**config.mk**
```make
export PLATFORM = sky130hd
export DESIGN_NAME = bwram_port_arbiter
export DESIGN_NICKNAME = d
export VERILOG_FILES = /design/src/rtl/bwram_port_arbiter.sv
export SDC_FILE = /design/constraint.sdc
export NUM_CORES = 1
export LEC_CHECK = 0
export ABC_CLOCK_PERIOD_IN_PS = 5400
export CAP_MARGIN = 25
export CORE_AREA = 2 2 107 109
export CTS_CLUSTER_SIZE = 10
export DETAILED_ROUTE_END_ITERATION = 7
export DIE_AREA = 0 0 109 111
export PLACE_DENSITY = 0.84
export SKIP_LAST_GASP = 1
export SYNTH_ARGS = -nofsm -noshare
export SYNTH_HDL_FRONTEND = slang
export SYNTH_SLANG_ARGS = --single-unit
```
**constraint.sdc**
```tcl
create_clock -name clk -period 5.4 [get_ports clk]
set_input_delay 1.08 -clock clk [delete_from_list [all_inputs] [get_ports clk]]
set_output_delay 1.08 -clock clk [all_outputs]
set_load 0.02 [all_outputs]
```
**src/rtl/bwram_port_arbiter.sv**
```systemverilog
// Two-requester round-robin arbiter in front of one byte-write RAM port.
// Responses come back RD_LAT cycles after acceptance, routed via a valid+id pipeline.
module bwram_port_arbiter #(
    parameter int AW     = 10,
    parameter int NB     = 4,
    parameter int DW     = NB * 8,  // must equal NB*8
    parameter int RD_LAT = 2
) (
    input  logic          clk,
    input  logic          rst_n,

    input  logic          m0_valid,
    output logic          m0_ready,
    input  logic [NB-1:0] m0_we,
    input  logic [AW-1:0] m0_addr,
    input  logic [DW-1:0] m0_wdata,
    output logic          m0_rvalid,
    output logic [DW-1:0] m0_rdata,

    input  logic          m1_valid,
    output logic          m1_ready,
    input  logic [NB-1:0] m1_we,
    input  logic [AW-1:0] m1_addr,
    input  logic [DW-1:0] m1_wdata,
    output logic          m1_rvalid,
    output logic [DW-1:0] m1_rdata,

    output logic [NB-1:0] ram_we,
    output logic [AW-1:0] ram_addr,
    output logic [DW-1:0] ram_din,
    input  logic [DW-1:0] ram_dout,

    output logic [15:0]   gnt_cnt0,
    output logic [15:0]   gnt_cnt1
);

    // ptr_q == 0 favours m0 under contention, 1 favours m1
    logic              ptr_q, ptr_d;
    logic [AW-1:0]     addr_q, addr_d;
    logic [DW-1:0]     din_q, din_d;
    logic [RD_LAT-1:0] vld_q, vld_d;
    logic [RD_LAT-1:0] id_q, id_d;
    logic [15:0]       cnt0_q, cnt0_d;
    logic [15:0]       cnt1_q, cnt1_d;

    logic              acc;
    logic              gnt_id;
    logic [NB-1:0]     sel_we;
    logic [AW-1:0]     sel_addr;
    logic [DW-1:0]     sel_din;

    always_comb begin
        m0_ready = rst_n && m0_valid && (!m1_valid || !ptr_q);
        m1_ready = rst_n && m1_valid && (!m0_valid || ptr_q);
        acc      = m0_ready || m1_ready;
        gnt_id   = m1_ready;
        sel_we   = gnt_id ? m1_we    : m0_we;
        sel_addr = gnt_id ? m1_addr  : m0_addr;
        sel_din  = gnt_id ? m1_wdata : m0_wdata;
    end

    // Address/data shadow keeps the RAM port stable while idle
    always_comb begin
        ram_we   = acc ? sel_we   : '0;
        ram_addr = acc ? sel_addr : addr_q;
        ram_din  = acc ? sel_din  : din_q;
        addr_d   = acc ? sel_addr : addr_q;
        din_d    = acc ? sel_din  : din_q;
        ptr_d    = acc ? !gnt_id  : ptr_q;
    end

    always_comb begin
        vld_d    = '0;
        id_d     = '0;
        vld_d[0] = acc;
        id_d[0]  = gnt_id;
        for (int i = 1; i < RD_LAT; i++) begin
            vld_d[i] = vld_q[i-1];
            id_d[i]  = id_q[i-1];
        end
    end

    always_comb begin
        cnt0_d = cnt0_q;
        cnt1_d = cnt1_q;
        if (m0_ready && (cnt0_q != 16'hFFFF)) cnt0_d = cnt0_q + 16'd1;
        if (m1_ready && (cnt1_q != 16'hFFFF)) cnt1_d = cnt1_q + 16'd1;
    end

    always_ff @(posedge clk or negedge rst_n) begin
        if (!rst_n) begin
            ptr_q  <= 1'b0;
            addr_q <= '0;
            din_q  <= '0;
            vld_q  <= '0;
            id_q   <= '0;
            cnt0_q <= '0;
            cnt1_q <= '0;
        end else begin
            ptr_q  <= ptr_d;
            addr_q <= addr_d;
            din_q  <= din_d;
            vld_q  <= vld_d;
            id_q   <= id_d;
            cnt0_q <= cnt0_d;
            cnt1_q <= cnt1_d;
        end
    end

    // RAM data is valid exactly when the last pipeline stage is, so rdata passes straight through
    always_comb begin
        m0_rvalid = vld_q[RD_LAT-1] && !id_q[RD_LAT-1];
        m1_rvalid = vld_q[RD_LAT-1] &&  id_q[RD_LAT-1];
        m0_rdata  = m0_rvalid ? ram_dout : '0;
        m1_rdata  = m1_rvalid ? ram_dout : '0;
        gnt_cnt0  = cnt0_q;
        gnt_cnt1  = cnt1_q;
    end

endmodule

```
==> results.txt, run 1 <==
status = finished clean
Hold Violations, Final = 0
Setup Viol. Count Final = 0
Area Growth Syn to Fin = 75.85%
Worst-Skew Late Latency = 0.33 ns
Detailed Routing Iterations Pass 1 = 4
Cell Pwr Density = 282.7 nW/um^2
Die ar. = 12,100 um^2
Synth Area in XOR/XNOR = 0.05065
Leak = 3.325 nW
largest net degree at the start of global routing = 91
Hold-fix buffers, CTS = 0
worst setup path category = in2out
sw frac = 0.3301
Critical Path RT = 4.32 ns
Distinct cells, synth = 43
Total Wirelength = 13,760 um
area share of the largest cell type after synthesis = 0.4763
Die Span Y = 111 um
Post-CTS Setup Bufs = 0
most frequent cells in the layout = clkdlybuf4s50_1, dfrtp_1, nand2_1, mux2i_1, o21ai_0
Setup TNS Final = 0 ns
IO Count = 274
Die Wd = 109 um
yosys warns = 0
Max VDD drop = 0.1719 mV
leading post-synthesis cells by cell area = dfrtp_1, mux2i_1, nand2_1, and3_1, and2_1
TritonCTS clock tree = built
max_slew headroom = 0.4128
num rows = 39
hold_ws = 0.3457 ns
Max-Cap Viols = 0
GR Overflow Total = 0
GP Congestion = 0.8313
register area share after synthesis = 0.4763
asr flop ratio synth = 1.000
leading area contributor after synthesis = dfrtp_1
Max Slew Vio Count = 0
Internal = 1.382 mW
Fmax achieved = 0.2152 GHz
commonest non-fill, non-tap cell in the layout = clkdlybuf4s50_1
share of cells above drive strength 1 = 0.05172
Yosys reg bits = 79
Tcrit/Tclk final = 0.8607
WP data arrival = 3.57 ns
drt drc = 0
root buf cell = clkbuf_16
combinational power share = 0.349
wire per inst = 16.36 um
worst-margin pin slew = 0.8727 ns
final core utilization = 0.6589
drt via density = 5.081
Post-DP HPWL = 10,770 um
CTS buffer count = 9
final std cells w/o fill = 841
Iter 0 DRT Violations = 189
DR vias = 4,273
vias in the first global route = 4,366
initial core utilization = 0.3747
fraction of power consumed by sequential logic = 0.376
Post-Syn Area = 4150 um^2
clk_skew = 0.005564 ns
Syn Inst Count = 426
critical path launch point type = input pin
Final #Nets = 821
post-synth net total = 556
clock power share = 0.276
Synth Area in Compound Gates = 0.08140
placed cells = 823
RSZ-0062 raised after global routing = no
mux cell area share after synthesis = 0.1094
Max clock buf depth = 2
Core Region = 11,080 um^2
IO buf count = 273
crit-path max FO = 26
all-layer global routing usage = 0.2318
initial antenna violation count = 2
antenna-violating nets left = 0
Final Critical Period = 4.648 ns
Worst Hold Class = reg2reg
Simple-Gate Fraction of Synth Area = 0.2457
largest family of logic cells by synthesized area = simple AND/OR/NAND/NOR gates
clock sinks = 79
top_reg_cell synth = dfrtp_1
CTS resizes = 0
syn avg cell area = 9.742 um^2
Synth Area in Adders = 0.006030
clock-pin slew on the worst setup and hold paths = 0.06 ns
Max H-tree Level = 3
Psw = 0.6812 mW
type of element capturing the critical path = output pin
Post-synth EDFFs = 0
global-route wire length before repair = 21,730 um
-- path summary, 6_finish.rpt --
kind / from / to / slack (ns) / depth (start not counted)
max: m1_valid / ram_din[9] / 0.75 / 7
min: id_q[0]$_DFF_PN0_ / id_q[1]$_DFF_PN0_ / 0.35 / 0
max reg2reg: gnt_cnt1[0]$_DFFE_PN0P_ / gnt_cnt1[10]$_DFFE_PN0P_ / 3.38 / 5
min reg2reg: id_q[0]$_DFF_PN0_ / id_q[1]$_DFF_PN0_ / 0.35 / 0
max in group asynchronous: rst_n / din_q[3]$_DFF_PN0_ / 3.68 / 2
min in group asynchronous: rst_n / din_q[25]$_DFF_PN0_ / 0.70 / 1
-- flip-flops by register name (all words and copies together) (netlist names) --
register / cells
gnt_cnt0: 16
ptr_q: 1
gnt_cnt1: 16
din_q: 32
id_q: 2
addr_q: 10
vld_q: 2
-- per-stage QoR --
step / total power, mW / area (um^2) / worst slack (ns)
after floorplan: 1.101 / 4150 / 1.692
after global placement: 1.486 / 7017 / 0.7309
after detailed placement: 1.509 / 7017 / 0.7135
after CTS: 2.081 / 7293 / 0.7216
after global routing: 2.165 / 7298 / 0.6726
final: 2.063 / 7298 / 0.7521
-- per-layer routing --
layer  part of all wire  GRT usage
met1               0.35     0.2375
met4              0.034     0.1111
met2               0.53     0.4174
met3              0.093    0.07290
met5                  0          0
-- power by group through the flow --
stage	Clock, mW	Sequential [mW]	Combinational [mW]
4_1_cts	0.579	0.776	0.726
2_1_floorplan	0	0.826	0.275
5_1_grt	0.605	0.792	0.767
3_3_place_gp	0	0.778	0.708
6_report	0.569	0.775	0.720
3_5_place_dp	0	0.786	0.724
-- kinds of logic (layout without fill, tap and decap cells) --
logic type	count (synthesis)	after routing
mux	45	45
simple gates	186	186
buf+inv	29	299
other cells	0	2
compound gates	61	61
flops	79	79
fa+ha+maj	2	2
xor+xnor	24	24
-- cells in the mapped netlist (2+ instances only) --
| cell type | number |
|---|---|
| o21ai_1 | 5 |
| nand3_1 | 9 |
| mux2_2 | 3 |
| ha_1 | 2 |
| dfrtp_1 | 79 |
| o21ai_0 | 38 |
| and3_1 | 36 |
| a21oi_1 | 9 |
| inv_1 | 3 |
| a31oi_1 | 4 |
| and2_1 | 34 |
| or2_2 | 2 |
| xor2_1 | 15 |
| nand2_1 | 65 |
| xnor2_1 | 9 |
| buf_2 | 2 |
| buf_4 | 4 |
| mux2i_1 | 42 |
| nor2_1 | 4 |
| clkbuf_1 | 19 |
| a41oi_1 | 2 |
| nor3_1 | 6 |
| nor4_1 | 6 |
| nand4_1 | 9 |
-- cell type report --
cell class              instances  area [um^2]
inverters                       4        15.01
clock buffers                  12        256.5
repair buffers                279         2788
clock inverters                 4        20.02
flip-flops and latches         79         1977
fillers                       864         3779
well taps                     143        178.9
multi-input cells             318         2058
diodes                          2        5.005
-- worst max-delay path, stage by stage --
cell             delay (ns)
clkdlybuf4s50_1        0.58
nand2_1                0.13
or2_2                  0.34
buf_4                  0.27
mux2i_1                0.17
o21ai_0                0.30
clkdlybuf4s50_1        0.67
Note: power is estimated with default switching activity, not from simulation.
==> run 2, diff against run 1 <==
--- a/config.mk
+++ b/config.mk
@@ -8,6 +8,7 @@
 export ABC_CLOCK_PERIOD_IN_PS = 5400
 export CAP_MARGIN = 25
 export CORE_AREA = 2 2 107 109
+export CTS_CLUSTER_DIAMETER = 40
 export CTS_CLUSTER_SIZE = 10
 export DETAILED_ROUTE_END_ITERATION = 7
 export DIE_AREA = 0 0 109 111
==> results of run 2 <==
Same layout as run 1: the final DEF is identical, and so are final timing and power.
